## src/rtl/multicore_pkg.sv

```systemverilog
// Shared types and constants for the memory-access stage: widths, load/store
// size encodings, stage FSM states and the alignment rule.
package multicore_pkg;

  localparam int DATA_SIZE = 32;
  localparam int NUM_REGS  = 32;
  localparam int REG_AW    = $clog2(NUM_REGS);

  typedef enum logic [2:0] {
    LB  = 3'd0,
    LH  = 3'd1,
    LW  = 3'd2,
    LBU = 3'd3,
    LHU = 3'd4
  } t_ldop;

  typedef enum logic [1:0] {
    SB = 2'd0,
    SH = 2'd1,
    SW = 2'd2
  } t_sop;

  typedef enum logic [1:0] {
    IDLE = 2'd0,
    REQ  = 2'd1,
    RESP = 2'd2,
    DONE = 2'd3
  } t_ma_state;

  // Halfword accesses need an even address, word accesses a multiple of four;
  // byte accesses can never be misaligned.
  function automatic logic ma_misaligned(input logic       memwrite,
                                         input t_ldop      ldop,
                                         input t_sop       sop,
                                         input logic [1:0] addr_lo);
    logic mis;
    mis = 1'b0;
    if (memwrite) begin
      case (sop)
        SH:      mis = addr_lo[0];
        SW:      mis = |addr_lo;
        default: mis = 1'b0;
      endcase
    end else begin
      case (ldop)
        LH, LHU: mis = addr_lo[0];
        LW:      mis = |addr_lo;
        default: mis = 1'b0;
      endcase
    end
    return mis;
  endfunction

endpackage

```

## src/rtl/mem_align_unit.sv

```systemverilog
// Combinational lane logic for the memory stage: replicates store data across
// byte lanes with matching strobes, extracts and extends load data from the
// returned word, and flags misaligned addresses.
module mem_align_unit
  import multicore_pkg::*;
(
  input  logic [1:0]           addr_lo_i,
  input  logic                 memwrite_i,
  input  t_ldop                ldop_i,
  input  t_sop                 sop_i,
  input  logic [DATA_SIZE-1:0] wdata_i,
  input  logic [DATA_SIZE-1:0] rdata_i,
  output logic [3:0]           wstrb_o,
  output logic [DATA_SIZE-1:0] wdata_o,
  output logic [DATA_SIZE-1:0] rdata_o,
  output logic                 misaligned_o
);

  logic [DATA_SIZE-1:0] shifted_s;

  assign misaligned_o = ma_misaligned(memwrite_i, ldop_i, sop_i, addr_lo_i);
  assign shifted_s    = rdata_i >> {addr_lo_i, 3'b000};

  // Store lane replication and byte strobes; loads never assert a strobe.
  always_comb begin
    wstrb_o = 4'b0000;
    wdata_o = wdata_i;
    if (memwrite_i) begin
      case (sop_i)
        SB: begin
          wdata_o = {4{wdata_i[7:0]}};
          wstrb_o = 4'b0001 << addr_lo_i;
        end
        SH: begin
          wdata_o = {2{wdata_i[15:0]}};
          wstrb_o = addr_lo_i[1] ? 4'b1100 : 4'b0011;
        end
        SW: begin
          wdata_o = wdata_i;
          wstrb_o = 4'b1111;
        end
        default: begin
          wdata_o = wdata_i;
          wstrb_o = 4'b0000;
        end
      endcase
    end else begin
      wdata_o = wdata_i;
      wstrb_o = 4'b0000;
    end
  end

  // Load extraction: the addressed byte/halfword sits at the bottom after the shift.
  always_comb begin
    rdata_o = {DATA_SIZE{1'b0}};
    case (ldop_i)
      LB:      rdata_o = {{(DATA_SIZE-8){shifted_s[7]}}, shifted_s[7:0]};
      LBU:     rdata_o = {{(DATA_SIZE-8){1'b0}}, shifted_s[7:0]};
      LH:      rdata_o = {{(DATA_SIZE-16){shifted_s[15]}}, shifted_s[15:0]};
      LHU:     rdata_o = {{(DATA_SIZE-16){1'b0}}, shifted_s[15:0]};
      LW:      rdata_o = shifted_s;
      default: rdata_o = {DATA_SIZE{1'b0}};
    endcase
  end

endmodule

```

## src/rtl/memory_access_unit.sv

```systemverilog
// Memory-access pipeline stage: captures the execute results, issues one
// data-memory request per aligned load/store over a valid/ready bus, waits for
// the read response, and stalls upstream while the access is outstanding.
module memory_access_unit
  import multicore_pkg::*;
(
  input  logic                 i_aclk,
  input  logic                 i_areset_n,
  input  logic                 i_en,
  input  logic [DATA_SIZE-1:0] i_exe_calc,
  input  logic [DATA_SIZE-1:0] i_exe_wdata,
  input  logic                 i_cu_regwrite,
  input  logic [1:0]           i_cu_memtoreg,
  input  logic                 i_cu_memwrite,
  input  logic                 i_cu_memaccess,
  input  t_ldop                i_ldop,
  input  t_sop                 i_sop,
  input  logic [REG_AW-1:0]    i_rdest,
  input  logic [DATA_SIZE-1:0] i_pcplus4,
  output logic                 o_stall,
  output logic                 o_misaligned,
  output logic [DATA_SIZE-1:0] o_ma_op,
  output logic [DATA_SIZE-1:0] o_ma_calc,
  output logic [DATA_SIZE-1:0] o_ma_rdata,
  output logic [REG_AW-1:0]    o_rdest,
  output logic                 o_cu_regwrite,
  output logic [1:0]           o_cu_memtoreg,
  output logic [DATA_SIZE-1:0] o_pcplus4,
  output logic                 o_dmem_req_valid,
  input  logic                 i_dmem_req_ready,
  output logic [DATA_SIZE-1:0] o_dmem_addr,
  output logic                 o_dmem_we,
  output logic [3:0]           o_dmem_wstrb,
  output logic [DATA_SIZE-1:0] o_dmem_wdata,
  input  logic                 i_dmem_rvalid,
  input  logic [DATA_SIZE-1:0] i_dmem_rdata
);

  t_ma_state            state_q;
  logic                 stall_q;
  logic                 req_valid_q;

  logic                 ma_regwrite_q;
  logic                 ma_memwrite_q;
  logic                 ma_memaccess_q;
  logic [1:0]           ma_memtoreg_q;

  logic [DATA_SIZE-1:0] ma_calc_q;
  logic [DATA_SIZE-1:0] ma_wdata_q;
  t_ldop                ma_ldop_q;
  t_sop                 ma_sop_q;
  logic [REG_AW-1:0]    ma_rdest_q;
  logic [DATA_SIZE-1:0] ma_pcplus4_q;
  logic [DATA_SIZE-1:0] ma_rdata_q;

  logic                 capture_s;
  logic                 in_misaligned_s;
  logic                 start_s;
  logic                 stage_mis_s;
  logic                 misaligned_s;
  logic [3:0]           wstrb_s;
  logic [DATA_SIZE-1:0] st_data_s;
  logic [DATA_SIZE-1:0] ld_ext_s;

  // The stage only advances when nothing is outstanding on the bus.
  assign capture_s       = ~stall_q;
  assign in_misaligned_s = ma_misaligned(i_cu_memwrite, i_ldop, i_sop, i_exe_calc[1:0]);
  assign start_s         = i_en & i_cu_memaccess & ~in_misaligned_s;

  mem_align_unit u_align (
    .addr_lo_i    (ma_calc_q[1:0]),
    .memwrite_i   (ma_memwrite_q),
    .ldop_i       (ma_ldop_q),
    .sop_i        (ma_sop_q),
    .wdata_i      (ma_wdata_q),
    .rdata_i      (i_dmem_rdata),
    .wstrb_o      (wstrb_s),
    .wdata_o      (st_data_s),
    .rdata_o      (ld_ext_s),
    .misaligned_o (stage_mis_s)
  );

  // Stage control bits; a bubble (i_en low) loads them as zero.
  always_ff @(posedge i_aclk or negedge i_areset_n) begin
    if (!i_areset_n) begin
      ma_regwrite_q  <= 1'b0;
      ma_memwrite_q  <= 1'b0;
      ma_memaccess_q <= 1'b0;
      ma_memtoreg_q  <= 2'b00;
    end else if (capture_s) begin
      ma_regwrite_q  <= i_en & i_cu_regwrite;
      ma_memwrite_q  <= i_en & i_cu_memwrite;
      ma_memaccess_q <= i_en & i_cu_memaccess;
      ma_memtoreg_q  <= i_cu_memtoreg;
    end
  end

  // Stage data fields; held while the bus access is in flight.
  always_ff @(posedge i_aclk) begin
    if (capture_s) begin
      ma_calc_q    <= i_exe_calc;
      ma_wdata_q   <= i_exe_wdata;
      ma_ldop_q    <= i_ldop;
      ma_sop_q     <= i_sop;
      ma_rdest_q   <= i_rdest;
      ma_pcplus4_q <= i_pcplus4;
    end
  end

  // Latch extended read data only when a response is actually awaited.
  always_ff @(posedge i_aclk) begin
    if ((state_q == RESP) && i_dmem_rvalid) begin
      ma_rdata_q <= ld_ext_s;
    end
  end

  // Access sequencer with registered stall and request-valid.
  always_ff @(posedge i_aclk or negedge i_areset_n) begin
    if (!i_areset_n) begin
      state_q     <= IDLE;
      stall_q     <= 1'b0;
      req_valid_q <= 1'b0;
    end else begin
      case (state_q)
        IDLE, DONE: begin
          if (start_s) begin
            state_q     <= REQ;
            stall_q     <= 1'b1;
            req_valid_q <= 1'b1;
          end else begin
            state_q     <= IDLE;
            stall_q     <= 1'b0;
            req_valid_q <= 1'b0;
          end
        end
        REQ: begin
          if (i_dmem_req_ready) begin
            req_valid_q <= 1'b0;
            if (ma_memwrite_q) begin
              state_q <= DONE;
              stall_q <= 1'b0;
            end else begin
              state_q <= RESP;
              stall_q <= 1'b1;
            end
          end else begin
            state_q     <= REQ;
            stall_q     <= 1'b1;
            req_valid_q <= 1'b1;
          end
        end
        RESP: begin
          if (i_dmem_rvalid) begin
            state_q <= DONE;
            stall_q <= 1'b0;
          end else begin
            state_q <= RESP;
            stall_q <= 1'b1;
          end
          req_valid_q <= 1'b0;
        end
        default: begin
          state_q     <= IDLE;
          stall_q     <= 1'b0;
          req_valid_q <= 1'b0;
        end
      endcase
    end
  end

  // A misaligned access never leaves IDLE, so it occupies the stage one cycle.
  assign misaligned_s     = ma_memaccess_q & stage_mis_s;

  assign o_stall          = stall_q;
  assign o_misaligned     = misaligned_s;
  assign o_ma_op          = ma_calc_q;
  assign o_ma_calc        = ma_calc_q;
  assign o_ma_rdata       = ma_rdata_q;
  assign o_rdest          = ma_rdest_q;
  assign o_cu_regwrite    = ma_regwrite_q & ~stall_q & ~misaligned_s;
  assign o_cu_memtoreg    = ma_memtoreg_q;
  assign o_pcplus4        = ma_pcplus4_q;

  assign o_dmem_req_valid = req_valid_q;
  assign o_dmem_addr      = {ma_calc_q[DATA_SIZE-1:2], 2'b00};
  assign o_dmem_we        = ma_memwrite_q;
  assign o_dmem_wstrb     = wstrb_s;
  assign o_dmem_wdata     = st_data_s;

endmodule

```

## config.mk

```make
export PLATFORM = sky130hd
export DESIGN_NAME = memory_access_unit
export DESIGN_NICKNAME = d
export VERILOG_FILES = /design/src/rtl/multicore_pkg.sv /design/src/rtl/mem_align_unit.sv /design/src/rtl/memory_access_unit.sv
export SDC_FILE = /design/constraint.sdc
export NUM_CORES = 1
export LEC_CHECK = 0
export BUFFER_PORTS_ARGS = -buffer_cell sky130_fd_sc_hd__buf_4
export CORE_AREA = 3 3 139 141
export DETAILED_ROUTE_END_ITERATION = 8
export DIE_AREA = 0 0 142 144
export PLACE_DENSITY = 0.66
export SYNTH_ARGS = -nofsm -noshare
export SYNTH_HDL_FRONTEND = slang
export SYNTH_SLANG_ARGS = --single-unit
```

## constraint.sdc

```tcl
create_clock -name i_aclk -period 4.3 [get_ports i_aclk]
set_clock_uncertainty 0.05 [all_clocks]
set_input_delay 1.075 -clock i_aclk [delete_from_list [all_inputs] [get_ports i_aclk]]
set_output_delay 1.075 -clock i_aclk [all_outputs]
set_load 0.02 [all_outputs]
```

Word level (Yosys, flattened, before mapping)
Cells that the tools add are included.
- mux-type cells: 24
- shift-type cells: 2
- bitwise gates (word level): 10
- eq/ne operators: 14
- reductions and logical operators: 9
- operators with widths (kind ; number):
    one-hot mux 32 bit (5 select lines) ; 1
    one-hot mux 32 bit (2 select lines) ; 1
    2-to-1 mux 32 bit ; 1
    right shift 32 x 5 -> 32 bit ; 1
    one-hot mux 4 bit (3 select lines) ; 1
    2-to-1 mux 1 bit ; 10
    OR reduction 2 bit ; 5
    == test 3 x 2 -> 1 bit, second input constant ; 3
    == test 2 bit, second input constant ; 4
    2-to-1 mux 4 bit ; 2
    one-hot mux 1 bit (2 select lines) ; 4
    AND 1 bit ; 7
    == test 2 x 1 -> 1 bit, second input constant ; 3
    == test 3 x 1 -> 1 bit, second input constant ; 2
    == test 3 bit, second input constant ; 2
    one-hot mux 1 bit (3 select lines) ; 2
    one-hot mux 2 bit (3 select lines) ; 1
    zero test 2 bit ; 2
    left shift 1 x 2 -> 4 bit, first input constant ; 1
    zero test 3 bit ; 1
    NOT 1 bit ; 3
    2-to-1 mux 2 bit ; 1
    logical AND 1 bit ; 1
- output and inout port bits: 208
- bits in registers: 147
- logic and storage cells: 73
- input bits: 148

Depth between registers and ports, before layout
Gate-level depths: netlist of the first run.
- depth after elaboration: 8
- mapped depth: 7

By module
Synthesis of the first run repeated with hierarchy kept, for this count alone.
- cells, all modules: 457
- area total of the unflattened synthesis: 6550.0 um2
- by module, submodules not included (module ; instances ; area each (um2) ; seq. area each (um2) ; cells an instance):
    memory_access_unit ; 1 ; 5167.5 ; 4369.2 ; 261
    mem_align_unit ; 1 ; 1382.6 ; 0.0 ; 196

Worst setup path before layout of the first run
OpenSTA, ideal clock, no wires.
- path kind: register -> register
- from: register stall_q (netlist: o_stall)
- to: register ma_ldop_q[0], enable pin
- clock period less this slack: 3.240 ns
- arrival time: 2.731 ns
- slack: 1.060 ns
- library setup time: 0.459 ns
- stages on the path, launching flop included: 3
- cell sequence: dfrtp_1 > clkbuf_1 > inv_1
- RTL lines (what ; line ; source):
    start, declared ; memory_access_unit.sv:40 ; logic stall_q;
    start signal, assigned ; memory_access_unit.sv:121 ; stall_q <= 1'b0;
    start signal, assigned ; memory_access_unit.sv:128 ; stall_q <= 1'b1;
    start signal, assigned ; memory_access_unit.sv:132 ; stall_q <= 1'b0;
    end signal, assigned ; memory_access_unit.sv:103 ; ma_ldop_q <= i_ldop;
    end, declared ; memory_access_unit.sv:50 ; t_ldop ma_ldop_q;
No word-level cell between the ends.

Final worst setup path of the first run
- from: register ma_sop_q[1]
- to: output o_dmem_wdata[12]
- word-level cells in the longest chain between the ends: 3
- elaborated cells between the ends (all ways): 4
- RTL lines (what ; line ; source):
    start, declared ; memory_access_unit.sv:51 ; t_sop ma_sop_q;
    start signal, assigned ; memory_access_unit.sv:104 ; ma_sop_q <= i_sop;
    == test 2 x 1 -> 1 bit / zero test 2 bit (equally long branches) ; mem_align_unit.sv:29 ; case (sop_i)
    one-hot mux 32 bit (2 select lines) (*) ; mem_align_unit.sv:29 ;
    2-to-1 mux 32 bit (*) ; mem_align_unit.sv:28 ; if (memwrite_i) begin
    end, declared ; memory_access_unit.sv:34 ; output logic [DATA_SIZE-1:0] o_dmem_wdata,
Every way passes the cells marked *; elsewhere a longest branch is shown, timed or not.

==> results of run 1 <==
[routing by layer]
layer  wire length (um)  vias to the layer above  track usage (%)
met4                323                        0             6.26
met2               9550                      243             30.4
met3               1660                       20             5.62
met1               6790                     2230             19.2
li1                   -                     2166                -
met5                  0                        -                0
[power by group through the flow]
stage / sequential (mW) / clock (mW) / combinational [mW]
after CTS: 2.30 / 1.53 / 2.40
after global placement: 2.32 / 0 / 2.36
final: 2.30 / 1.49 / 2.36
after floorplan: 2.56 / 0 / 1.27
after detailed placement: 2.33 / 0 / 2.39
after global routing: 2.35 / 1.59 / 2.51
[cell usage after synthesis (all sizes together), types with 4 or more instances]
cell type and count:
edfxtp 138, buf 79, o21ai 31, nand2 18, nor2 17, a211oi 16, a21oi 15, mux2i 15
inv 14, mux2 11, a21o 10, a22oi 9, clkbuf 9, dfrtp 9, a22o 8, ha 8
nor2b 8, nand2b 5, nor3 4, o21a 4
[logic make-up (layout without fill, tap and decap cells)]
group	after synthesis	after routing
XOR/XNOR	2	2
AO/OA/AOI/OAI	100	100
AND/OR/NAND/NOR	60	60
flip-flops	147	147
multiplexers	27	27
adder cells (fa/ha/maj)	8	8
other	1	2
buffers and inverters	102	403
[through the flow]
step / utilization [%] / power, mW / hold slack (ns)
6_report: 51.9 / 6.15 / 0.424
2_1_floorplan: - / 3.83 / 0.392
3_3_place_gp: 48.6 / 4.68 / 0.409
3_5_place_dp: 48.6 / 4.71 / 0.422
4_1_cts: 51.9 / 6.23 / 0.407
5_1_grt: 51.9 / 6.45 / 0.414
[cell usage in the layout, fill, tap and decap left out, types with 9 or more instances in the layout]
master,n
buf_4,357
edfxtp_1,138
o21ai_0,29
nand2_1,17
clkbuf_16,17
nor2_1,16
mux2i_1,15
a21oi_1,15
a211oi_1,15
inv_1,13
mux2_2,11
a21o_1,10
dfrtp_1,9
[path summary, 6_finish.rpt]
path	end	start	slack [ns]	depth (start not counted)
worst max-delay path	o_dmem_wdata[12]	ma_sop_q[1]$_DFFE_PN_	0.52	6
worst min-delay path	o_cu_memtoreg[1]$_DFFE_PN0N_	i_areset_n	0.42	1
worst max register to register	o_ma_rdata[25]$_DFFE_PP_	o_ma_calc[1]$_DFFE_PN_	1.68	4
worst min register to register	ma_regwrite_q$_DFFE_PN0N_	ma_regwrite_q$_DFFE_PN0N_	0.43	2
max in group asynchronous	ma_memaccess_q$_DFFE_PN0N_	i_areset_n	3.63	1
min in group i_aclk	ma_regwrite_q$_DFFE_PN0N_	ma_regwrite_q$_DFFE_PN0N_	0.43	2
[final cells by class]
| cell class | count | area (um^2) | share of cell area (%) |
|---|---|---|---|
| repair buffers | 357 | 2680 | 28.5 |
| inverters | 14 | 55.1 | 0.586 |
| flip-flops and latches | 147 | 4370 | 46.5 |
| well taps | 229 | 287 | 3.05 |
| multi-input cells | 199 | 1410 | 15.0 |
| clock buffers | 17 | 425 | 4.53 |
| clock inverters | 15 | 170 | 1.81 |
[registers in the layout, summed over array words and instances (netlist names), 2 cells and up]
signal / flops
o_ma_rdata: 32
o_ma_calc: 32
o_cu_memtoreg: 2
state_q: 2
ma_wdata_q: 32
o_pcplus4: 32
o_rdest: 5
ma_ldop_q: 3
ma_sop_q: 2
==> results.sh, run 1 <==
export IMPL_path_cells="inv_1, ha_1, and2_1, nand2b_1, a22o_1, buf_4"
export IMPL_grt_pass1_vias=4726
export IMPL_critical_path_top_delay_family="simple AND/OR/NAND/NOR gates"
export IMPL_fin_ws_ns=0.522
export IMPL_grt_max_degree=54
export IMPL_rsz0062_at_grt="no"
export IMPL_synth_seq_area_share_pct=67.9
export IMPL_wire_per_inst_um=18.7
export IMPL_synth_top_area_share_pct=64.4
export IMPL_grt_pass1_wl_um=26600
export IMPL_placed_cells=946
export IMPL_worstPathArrival_ns=2.65
export IMPL_antenna_cells=0
export IMPL_switching_share_pct=36.9
export IMPL_synth_top_family_by_area="compound AO/OA/AOI/OAI gates"
export IMPL_first_pass_iters=7
export IMPL_dieArea_mm2=0.0204
export IMPL_antenna_found_initial=0
export IMPL_peakVddDrop_mv=0.361
export IMPL_drc_errors=0
export IMPL_power_switching_mw=2.27
export IMPL_seqPwrFrac_pct=37.3
export IMPL_instances_no_fill=978
export IMPL_dr_total_vias=4659
export IMPL_nets=892
export IMPL_cts_setup_buffers=0
export IMPL_dr_first_iter_drc_count=265
export IMPL_wl_um=18300
export IMPL_crit_slowest_cell="and2_1"
export IMPL_crit_buf_inv=2
export IMPL_htreeDepth=4
export IMPL_path_max_fanout=12
export IMPL_synth_top_area_cell="edfxtp_1"
export IMPL_finalSetupTns_ns=0
export IMPL_clock_sinks=147
export IMPL_syn_avg_cell_area_um2=14.4
export IMPL_fin_crit_ns=3.78
export IMPL_synth_compound_area_share_pct=10.5
export IMPL_yosys_register_bits=147
export IMPL_die_w_um=142
export IMPL_leakage_nw=4.15
export IMPL_antenna_left=0
export IMPL_path_clk_slew_ns=0.06
export IMPL_pwr_share_clk_pct=24.3
export IMPL_worstSetupPathType="reg2out"
export IMPL_clock_latency_ns=0.41
export IMPL_avgViaCountPerCell=4.76
export IMPL_cts_tree="done"
export IMPL_comb_power_share_pct=38.4
export IMPL_grt_overflow=0
export IMPL_cell_internal_pwr_mw=3.88
export IMPL_maxCapViolations=0
export IMPL_synth_simple_area_share_pct=4.82
export IMPL_ys_types=45
export IMPL_portBuffers=353
export IMPL_syn_inst=447
export IMPL_drive_above_1_share_pct=54.6
export IMPL_area_delta_synth_final_pct=45.9
export IMPL_io_pins=356
export IMPL_preCtsSetupSlack_ns=0.898
export IMPL_holdBufCountCts=0
export IMPL_final_cell_area_mm2=0.00939
export IMPL_cts_buffers=17
export IMPL_cts_resized=0
export IMPL_root_buffer="clkbuf_16"
export IMPL_placed_cell_area_mm2=0.00880
export IMPL_critPathRequiredTime_ns=3.17
export IMPL_setup_viol=0
export IMPL_ys_warn_count=0
export IMPL_max_freq_ghz=0.265
export IMPL_synth_edf_count=138
export IMPL_start_util_pct=35.6
export IMPL_hp_class="in2async"
export IMPL_relSlewSlack_pct=33.7
export IMPL_tightest_slew_ns=0.994
export IMPL_post_dp_hpwl_um=14200
export IMPL_muxShareOfSynthArea_pct=4.61
export IMPL_synthAdderAreaFrac_pct=1.55
export IMPL_synth_main_ff_cell="edfxtp_1"
export IMPL_gp_congestion=0.853
export IMPL_globalRouteTotalUtil_pct=17.1
export IMPL_p_per_area_mw_per_mm2=655
export IMPL_clock_path_buffers=2
export IMPL_synth_xor_area_share_pct=0.272
export IMPL_cp_end_kind="output port"
export IMPL_core_mm2=0.0181
export IMPL_synthTopCellsByArea="edfxtp_1, buf_4, dfrtp_1"
export IMPL_critPathLaunchType="flop"
export IMPL_synth_area_mm2=0.00644
export IMPL_fp_dieH_um=144
export IMPL_slowest_delay_ns=0.47
export IMPL_hold_viol_final=0
export IMPL_ys_async_sr_fraction_pct=6.12
export IMPL_slew_viol_final=0
export IMPL_run_status="finished clean"
export IMPL_fin_crit_sh_pct=87.9
export IMPL_fillCellCount=1552
export IMPL_rows=49
No activity file was read; power rests on OpenSTA's default activity.
==> run 2, diff against run 1 <==
--- a/config.mk
+++ b/config.mk
@@ -10,6 +10,7 @@
 export DETAILED_ROUTE_END_ITERATION = 8
 export DIE_AREA = 0 0 142 144
 export PLACE_DENSITY = 0.66
+export RECOVER_POWER = 25
 export SYNTH_ARGS = -nofsm -noshare
 export SYNTH_HDL_FRONTEND = slang
 export SYNTH_SLANG_ARGS = --single-unit
==> results.sh, run 2 (synthesis results as in run 1) <==
export IMPL_wire_per_inst_um=18.7
export IMPL_cp_end_kind="output port"
export IMPL_setup_viol=0
export IMPL_clock_latency_ns=0.41
export IMPL_worstPathArrival_ns=2.64
export IMPL_path_clk_slew_ns=0.06
export IMPL_start_util_pct=35.6
export IMPL_antenna_cells=0
export IMPL_leakage_nw=4.08
export IMPL_drc_errors=0
export IMPL_r2r_end="o_ma_rdata[25]$_DFFE_PP_"
export IMPL_worstSetupPathType="reg2out"
export IMPL_comb_power_share_pct=38.3
export IMPL_p_per_area_mw_per_mm2=657
export IMPL_cts_tree="done"
export IMPL_fin_crit_sh_pct=87.6
export IMPL_maxCapViolations=0
export IMPL_peakVddDrop_mv=0.362
export IMPL_antenna_found_initial=0
export IMPL_switching_share_pct=37.0
export IMPL_post_dp_hpwl_um=14200
export IMPL_dieArea_mm2=0.0204
export IMPL_root_buffer="clkbuf_16"
export IMPL_instances_no_fill=978
export IMPL_critPathLaunchType="flop"
export IMPL_antenna_left=0
export IMPL_whs_ns=0.430
export IMPL_dr_total_vias=4657
export IMPL_pwr_share_clk_pct=24.3
export IMPL_cell_internal_pwr_mw=3.87
export IMPL_power_switching_mw=2.27
export IMPL_fp_dieH_um=144
export IMPL_first_pass_iters=7
export IMPL_ff2ff_path_depth=4
export IMPL_htreeDepth=4
export IMPL_clock_sinks=147
export IMPL_startpoint="ma_sop_q[1]$_DFFE_PN_"
export IMPL_placed_cells=946
export IMPL_fin_ws_ns=0.534
export IMPL_layout_commonest_cell="buf_4"
export IMPL_hp_class="reg2reg"
export IMPL_placed_cell_area_mm2=0.00880
export IMPL_cts_setup_buffers=0
export IMPL_cts_resized=0
export IMPL_seqPwrFrac_pct=37.4
export IMPL_final_cell_area_mm2=0.00935
export IMPL_grt_pass1_vias=4726
export IMPL_slew_viol_final=0
export IMPL_portBuffers=353
export IMPL_tightest_slew_ns=0.996
export IMPL_die_w_um=142
export IMPL_avgViaCountPerCell=4.76
export IMPL_rows=49
export IMPL_slowest_delay_ns=0.47
export IMPL_ff2ff_setup_slack_ns=1.68
export IMPL_clock_path_buffers=2
export IMPL_drive_above_1_share_pct=53.0
export IMPL_globalRouteTotalUtil_pct=17.1
export IMPL_run_status="finished clean"
export IMPL_crit_slowest_cell="and2_1"
export IMPL_nets=892
export IMPL_path_cells="inv_1, ha_1, and2_1, nand2b_1, a22o_1, buf_4"
export IMPL_rsz0062_at_grt="no"
export IMPL_gp_congestion=0.853
export IMPL_hold_viol_final=0
export IMPL_area_delta_synth_final_pct=45.2
export IMPL_fin_crit_ns=3.77
export IMPL_grt_max_degree=54
export IMPL_cts_buffers=17
export IMPL_holdBufCountCts=0
export IMPL_critPathRequiredTime_ns=3.17
export IMPL_total_power_mw=6.14
export IMPL_core_mm2=0.0181
export IMPL_cp_endpoint="o_dmem_wdata[12]"
export IMPL_dr_first_iter_drc_count=320
export IMPL_max_freq_ghz=0.266
export IMPL_final_cell_mix="buf_4, edfxtp_1, clkbuf_4"
export IMPL_path_max_fanout=12
export IMPL_relSlewSlack_pct=33.6
export IMPL_io_pins=356
export IMPL_wl_um=18300
export IMPL_grt_overflow=0
export IMPL_finalSetupTns_ns=0
export IMPL_preCtsSetupSlack_ns=0.898
export IMPL_grt_pass1_wl_um=26600
export IMPL_final_util_pct=51.7
export IMPL_worstReg2RegStart="o_ma_calc[1]$_DFFE_PN_"
==> run 2: cell types whose count changed in the layout (fill, tap and decap cells not counted) <==
| cell | change |
|---|---|
| clkbuf_1 | +12 |
| clkbuf_4 | +97 |
| buf_4 | -109 |
==> run 2: area by class of cell <==
cell class | count | area (um^2)
clock buffers | 17 | 425
flip-flops and latches | 147 | 4370
well taps | 229 | 287
multi-input cells | 199 | 1410
fillers | 1566 | 8740
inverters | 14 | 55.1
repair buffers | 357 | 2640
clock inverters | 15 | 170
==> run 2: worst min-delay path by stage <==
stage	from	to	slack [ns]	cells after the start
finish	ma_regwrite_q$_DFFE_PN0N_	ma_regwrite_q$_DFFE_PN0N_	0.43	2
global placement	ma_regwrite_q$_DFFE_PN0N_	ma_regwrite_q$_DFFE_PN0N_	0.41	2
detailed placement	ma_regwrite_q$_DFFE_PN0N_	ma_regwrite_q$_DFFE_PN0N_	0.42	2
global route	ma_regwrite_q$_DFFE_PN0N_	ma_regwrite_q$_DFFE_PN0N_	0.47	2
CTS	i_areset_n	o_cu_memtoreg[0]$_DFFE_PN0N_	0.41	1
floorplan	ma_regwrite_q$_DFFE_PN0N_	ma_regwrite_q$_DFFE_PN0N_	0.39	2
==> run 2: layer usage <==
layer,part of all wire (%),track usage [%]
met1,37,19.2
met2,52,30.4
met3,8.8,5.62
met4,1.8,6.26
met5,0,0
==> run 2: power by group through the flow <==
stage          registers (mW)  logic, mW  clock network [mW]
2_1_floorplan            2.56       1.27                   0
3_3_place_gp             2.32       2.36                   0
3_5_place_dp             2.33       2.39                   0
4_1_cts                  2.30       2.40                1.53
5_1_grt                  2.35       2.50                1.59
6_report                 2.30       2.35                1.49
==> run 2: worst max-delay path, delay by kind of cell, from the launching register on <==
family | cells | cell delay (ns)
AND/OR/NAND/NOR | 2 | 0.81
adder cells (fa/ha/maj) | 1 | 0.44
flip-flops | 1 | 0.42
AO/OA/AOI/OAI | 1 | 0.28
buffers and inverters | 2 | 0.27
